==> src/rtl/mdr_sequencer.sv <==
// Request/response front end for the multiply/divide/sqrt unit.
// Screens bad requests, strobes flush/start, waits with timeout.
module mdr_sequencer #(
  parameter int WORD_LENGTH    = 16,
  parameter int TIMEOUT_CYCLES = 64
) (
  input  logic                   clk,
  input  logic                   reset,
  input  logic                   req_valid,
  output logic                   req_ready,
  input  logic [1:0]             req_op,
  input  logic [WORD_LENGTH-1:0] req_x,
  input  logic [WORD_LENGTH-1:0] req_y,
  output logic [WORD_LENGTH-1:0] mdr_dataX,
  output logic [WORD_LENGTH-1:0] mdr_dataY,
  output logic [1:0]             mdr_op,
  output logic                   mdr_start,
  output logic                   mdr_flush,
  input  logic                   mdr_ready,
  input  logic [WORD_LENGTH-1:0] mdr_result,
  input  logic [WORD_LENGTH-1:0] mdr_remainder,
  input  logic                   mdr_sign,
  output logic                   rsp_valid,
  input  logic                   rsp_ready,
  output logic [WORD_LENGTH-1:0] rsp_result,
  output logic [WORD_LENGTH-1:0] rsp_remainder,
  output logic                   rsp_sign,
  output logic [1:0]             rsp_error,
  output logic                   busy
);

  localparam int CW = $clog2(TIMEOUT_CYCLES);
  localparam logic [CW-1:0] LAST =
    CW'(TIMEOUT_CYCLES - 1);

  localparam logic [1:0] E_OK  = 2'b00;
  localparam logic [1:0] E_DIV = 2'b01;
  localparam logic [1:0] E_OP  = 2'b10;
  localparam logic [1:0] E_TO  = 2'b11;

  typedef enum logic [2:0] {
    IDLE,
    FLUSH,
    START,
    WAIT,
    RESP
  } state_t;

  state_t        state;
  logic [CW-1:0] cnt;

  assign req_ready = (state == IDLE);
  assign mdr_flush = (state == FLUSH);
  assign mdr_start = (state == START);
  assign rsp_valid = (state == RESP);
  assign busy      = (state != IDLE);

  always_ff @(posedge clk) begin
    if (reset) begin
      state         <= IDLE;
      cnt           <= '0;
      mdr_dataX     <= '0;
      mdr_dataY     <= '0;
      mdr_op        <= '0;
      rsp_result    <= '0;
      rsp_remainder <= '0;
      rsp_sign      <= 1'b0;
      rsp_error     <= E_OK;
    end else begin
      unique case (state)
        IDLE: begin
          if (req_valid && req_ready) begin
            mdr_dataX <= req_x;
            mdr_dataY <= req_y;
            mdr_op    <= req_op;
            if (req_op == 2'b11) begin
              rsp_error     <= E_OP;
              rsp_result    <= '0;
              rsp_remainder <= '0;
              rsp_sign      <= 1'b0;
              state         <= RESP;
            end else if (req_op == 2'b01 &&
                         req_y == '0) begin
              rsp_error     <= E_DIV;
              rsp_result    <= '0;
              rsp_remainder <= '0;
              rsp_sign      <= 1'b0;
              state         <= RESP;
            end else begin
              state <= FLUSH;
            end
          end
        end
        FLUSH: state <= START;
        START: begin
          cnt   <= '0;
          state <= WAIT;
        end
        WAIT: begin
          cnt <= cnt + 1'b1;
          // ready on the last timeout cycle still wins
          if (mdr_ready) begin
            rsp_result    <= mdr_result;
            rsp_remainder <= mdr_remainder;
            rsp_sign      <= mdr_sign;
            rsp_error     <= E_OK;
            state         <= RESP;
          end else if (cnt == LAST) begin
            rsp_result    <= '0;
            rsp_remainder <= '0;
            rsp_sign      <= 1'b0;
            rsp_error     <= E_TO;
            state         <= RESP;
          end
        end
        RESP: begin
          if (rsp_ready) state <= IDLE;
        end
        default: state <= IDLE;
      endcase
    end
  end

endmodule

==> config.mk <==
export PLATFORM = sky130hd
export DESIGN_NAME = mdr_sequencer
export DESIGN_NICKNAME = d
export VERILOG_FILES = /design/src/rtl/mdr_sequencer.sv
export SDC_FILE = /design/constraint.sdc
export NUM_CORES = 1
export LEC_CHECK = 0
export CELL_PAD_IN_SITES_DETAIL_PLACEMENT = 1
export CELL_PAD_IN_SITES_GLOBAL_PLACEMENT = 1
export CORE_AREA = 5 5 87 89
export DETAILED_ROUTE_END_ITERATION = 8
export DIE_AREA = 0 0 92 94
export DONT_BUFFER_PORTS = 1
export GPL_TIMING_DRIVEN = 0
export PLACE_DENSITY = 0.78
export SKIP_LAST_GASP = 1
export SLEW_MARGIN = 0
export SYNTH_ARGS = -nofsm -noshare
export SYNTH_HDL_FRONTEND = slang
export SYNTH_SLANG_ARGS = --single-unit
==> constraint.sdc <==
create_clock -name clk -period 2.29 [get_ports clk]
set_input_delay 0.458 -clock clk [delete_from_list [all_inputs] [get_ports clk]]
set_output_delay 0.458 -clock clk [all_outputs]
set_load 0.01 [all_outputs]
==> flow_metrics.env <==
export IMPL_overflow=0
export IMPL_fin_skew_ps=10.83
export IMPL_syn_num_nets=374
export IMPL_cts_tree="built"
export IMPL_clk_pin_slew_worst_paths_ps=90
export IMPL_antenna_found_initial=0
export IMPL_hpwl_um=5806
export IMPL_p_leak_nw=1.163
export IMPL_outcome="complete, no violations"
export IMPL_port_buffers=0
export IMPL_ant_nets=0
export IMPL_slew_headroom=0.6908
export IMPL_die_x_um=92
export IMPL_r2r_end="rsp_result[10]$_SDFFE_PP0P_"
export IMPL_r2r_start="cnt[0]$_SDFFE_PP0P_"
export IMPL_synth_cell_type_count=37
export IMPL_cts_path_max_buffers=2
export IMPL_cts_setup_buffers=0
export IMPL_final_cell_mix="78 x dfxtp_1, 77 x nand2_1, 40 x a21oi_1"
export IMPL_period_needed_ps=1844
export IMPL_n_antenna_cell=0
export IMPL_grt_pass1_wl_um=12050
export IMPL_required_ps=2570
export IMPL_die_h_um=94
export IMPL_ys_ff_latch=78
export IMPL_period_share=0.8052
export IMPL_end_kind="register"
export IMPL_slowest_delay_ps=350
export IMPL_ys_seq_area_frac=0.5539
export IMPL_drive_gt1_frac=0.1167
export IMPL_cp_cell_sequence="ha_1 -> and3_1 -> a31oi_1 -> o21ai_2 -> a21oi_4 -> buf_6 -> a22o_1"
export IMPL_fillers=788
export IMPL_max_freq_mhz=542.3
export IMPL_cp_top_family="compound AO/OA/AOI/OAI gates"
export IMPL_multi_input_area_um2=1134
export IMPL_cts_hold_buf=0
export IMPL_grt_max_degree=16
export IMPL_wl_um=7532
export IMPL_met3_usage=0.08013
export IMPL_cp_buffers_inverters=1
export IMPL_ir_drop_mv=0.4721
export IMPL_htree_levels=3
export IMPL_synth_edff_count=0
export IMPL_fp_coreArea_um2=6681
export IMPL_numCtsBuffers=9
export IMPL_fin_setup_tns_ps=0
export IMPL_slew_viol_final=0
export IMPL_grt_pass1_vias=2355
export IMPL_route_vias_total=2193
export IMPL_syn2layout_area_growth_pct=9.987
export IMPL_cts_root_buf="clkbuf_8"
export IMPL_finalHoldViolations=0
export IMPL_ctsResizeCount=0
export IMPL_start_kind="register"
export IMPL_tightest_slew_ps=463.8
export IMPL_dr_pass1_iters=4
export IMPL_cap_violations=0
export IMPL_worstPathMaxFanout=10
export IMPL_fp_row_count=30
export IMPL_area_sequential_um2=1562
export IMPL_dr_first_iter_drc_count=41
export IMPL_arrival_ps=2120
export IMPL_ys_warn_count=0
export IMPL_rsz0062_at_grt="no"
export IMPL_worst_setup_path_type="reg2reg"
export IMPL_critPathSlowestCell="dfxtp_1"
export IMPL_powerDensity_nw_per_um2=990.5
export IMPL_netlist_area_um2=2819
export IMPL_remaining_drc_errors=0
export IMPL_clock_latency_ps=340
export IMPL_synth_ff_type="dfxtp_1"
export IMPL_final_nets=385
export IMPL_synth_async_reset_ratio=0
export IMPL_final_common_cell="dfxtp_1"
export IMPL_grtUsageTotal=0.1751
export IMPL_viasPerCell=5.524
export IMPL_num_io_pins=146
export IMPL_endpoint="rsp_result[10]$_SDFFE_PP0P_"
export IMPL_die_area_um2=8648
export IMPL_reg2regPathDepth=7
export IMPL_syn_avg_cell_area_um2=9.365
export IMPL_cp_depth=7
export IMPL_grt_use_met2=0.3066
export IMPL_initial_utilization=0.4219
export IMPL_wl_per_cell_um=18.97
export IMPL_startpoint="cnt[0]$_SDFFE_PP0P_"
export IMPL_r2r_slack_ps=450
export IMPL_top_usage_layer="met2"
export IMPL_hp_class="in2reg"
export IMPL_grt_use_met1=0.1940
export IMPL_setup_viol=0
export IMPL_gp_congestion=0.7686
export IMPL_synthCells=301
export IMPL_clock_sinks=78
export IMPL_hold_ws_ps=245.0
-- report_power, final --
group	internal (mW)	leakage [nW]	switching, mW	total [mW]
clock network	0.404	0.0824	0.527	0.931
registers	1.47	0.634	0.136	1.61
logic	0.187	0.446	0.347	0.534
-- sequential cells by signal, summed over array words and instances, names as in the netlist --
name / flops
cnt: 6
mdr_dataX: 16
mdr_op: 2
rsp_error: 2
mdr_dataY: 16
rsp_remainder: 16
rsp_result: 16
rsp_sign: 1
state: 3
-- cell usage after synthesis, types with 2 or more instances --
| library cell | number | area share |
|---|---|---|
| nand3_1 | 3 | 0.0053 |
| a22o_1 | 33 | 0.10 |
| mux2i_1 | 2 | 0.0071 |
| nand2b_1 | 3 | 0.0067 |
| nor3_1 | 3 | 0.0053 |
| and2_1 | 2 | 0.0044 |
| a21oi_1 | 40 | 0.071 |
| nor2_2 | 2 | 0.0044 |
| buf_2 | 6 | 0.011 |
| nand3b_1 | 2 | 0.0053 |
| buf_6 | 5 | 0.020 |
| nand2_1 | 77 | 0.10 |
| o21ai_0 | 4 | 0.0071 |
| nor2_1 | 10 | 0.013 |
| nor4_1 | 3 | 0.0067 |
| clkbuf_1 | 7 | 0.0093 |
| inv_1 | 2 | 0.0027 |
| dfxtp_1 | 78 | 0.55 |
-- per-layer routing --
metal / wire (um) / up-vias
li1: - / 1069
met2: 3867 / 69
met5: 0 / -
met3: 658 / 4
met1: 2977 / 1051
met4: 29 / 0
-- kinds of logic (layout without fill, tap and decap cells) --
family	count (synthesis)	count (layout)	share of synthesized area
mux	2	2	0.007102
buf+inv	21	37	0.04394
simple gates	111	111	0.1740
flops	78	78	0.5539
compound gates	88	88	0.2166
fa+ha+maj	1	1	0.004438
-- cell type report --
class,instances,area share
Clock buffer,9,0.03995
Sequential cell,78,0.5036
Multi-Input combinational cell,202,0.3656
Inverter,2,0.002421
Clock inverter,7,0.01856
Tap cell,80,0.03228
Buffer,19,0.03753
-- how the worst min path moves through the flow --
stage | from | end | slack, ps | cells after the start
3_5_place_dp | cnt[5]$_SDFFE_PP0P_ | cnt[5]$_SDFFE_PP0P_ | 470 | 1
6_report | mdr_result[5] | rsp_result[5]$_SDFFE_PP0P_ | 250 | 1
4_1_cts | mdr_result[5] | rsp_result[5]$_SDFFE_PP0P_ | 220 | 1
3_3_place_gp | cnt[1]$_SDFFE_PP0P_ | cnt[1]$_SDFFE_PP0P_ | 460 | 2
2_1_floorplan | cnt[5]$_SDFFE_PP0P_ | cnt[5]$_SDFFE_PP0P_ | 450 | 1
5_1_grt | mdr_result[3] | rsp_result[3]$_SDFFE_PP0P_ | 210 | 1
-- metrics by stage --
step | setup WS, ps | utilization | power (mW) | std cells | area, um2
5_1_grt | 309.5 | 0.4640 | 3.273 | 397 | 3100
2_1_floorplan | 671.7 | - | 2.036 | 301 | 2819
4_1_cts | 399.6 | 0.4640 | 3.124 | 397 | 3100
3_3_place_gp | 402.8 | 0.4369 | 2.162 | 381 | 2919
3_5_place_dp | 340.2 | 0.4369 | 2.187 | 381 | 2919
6_report | 446.1 | 0.4640 | 3.071 | 397 | 3100
(Power assumes the default switching activity.)
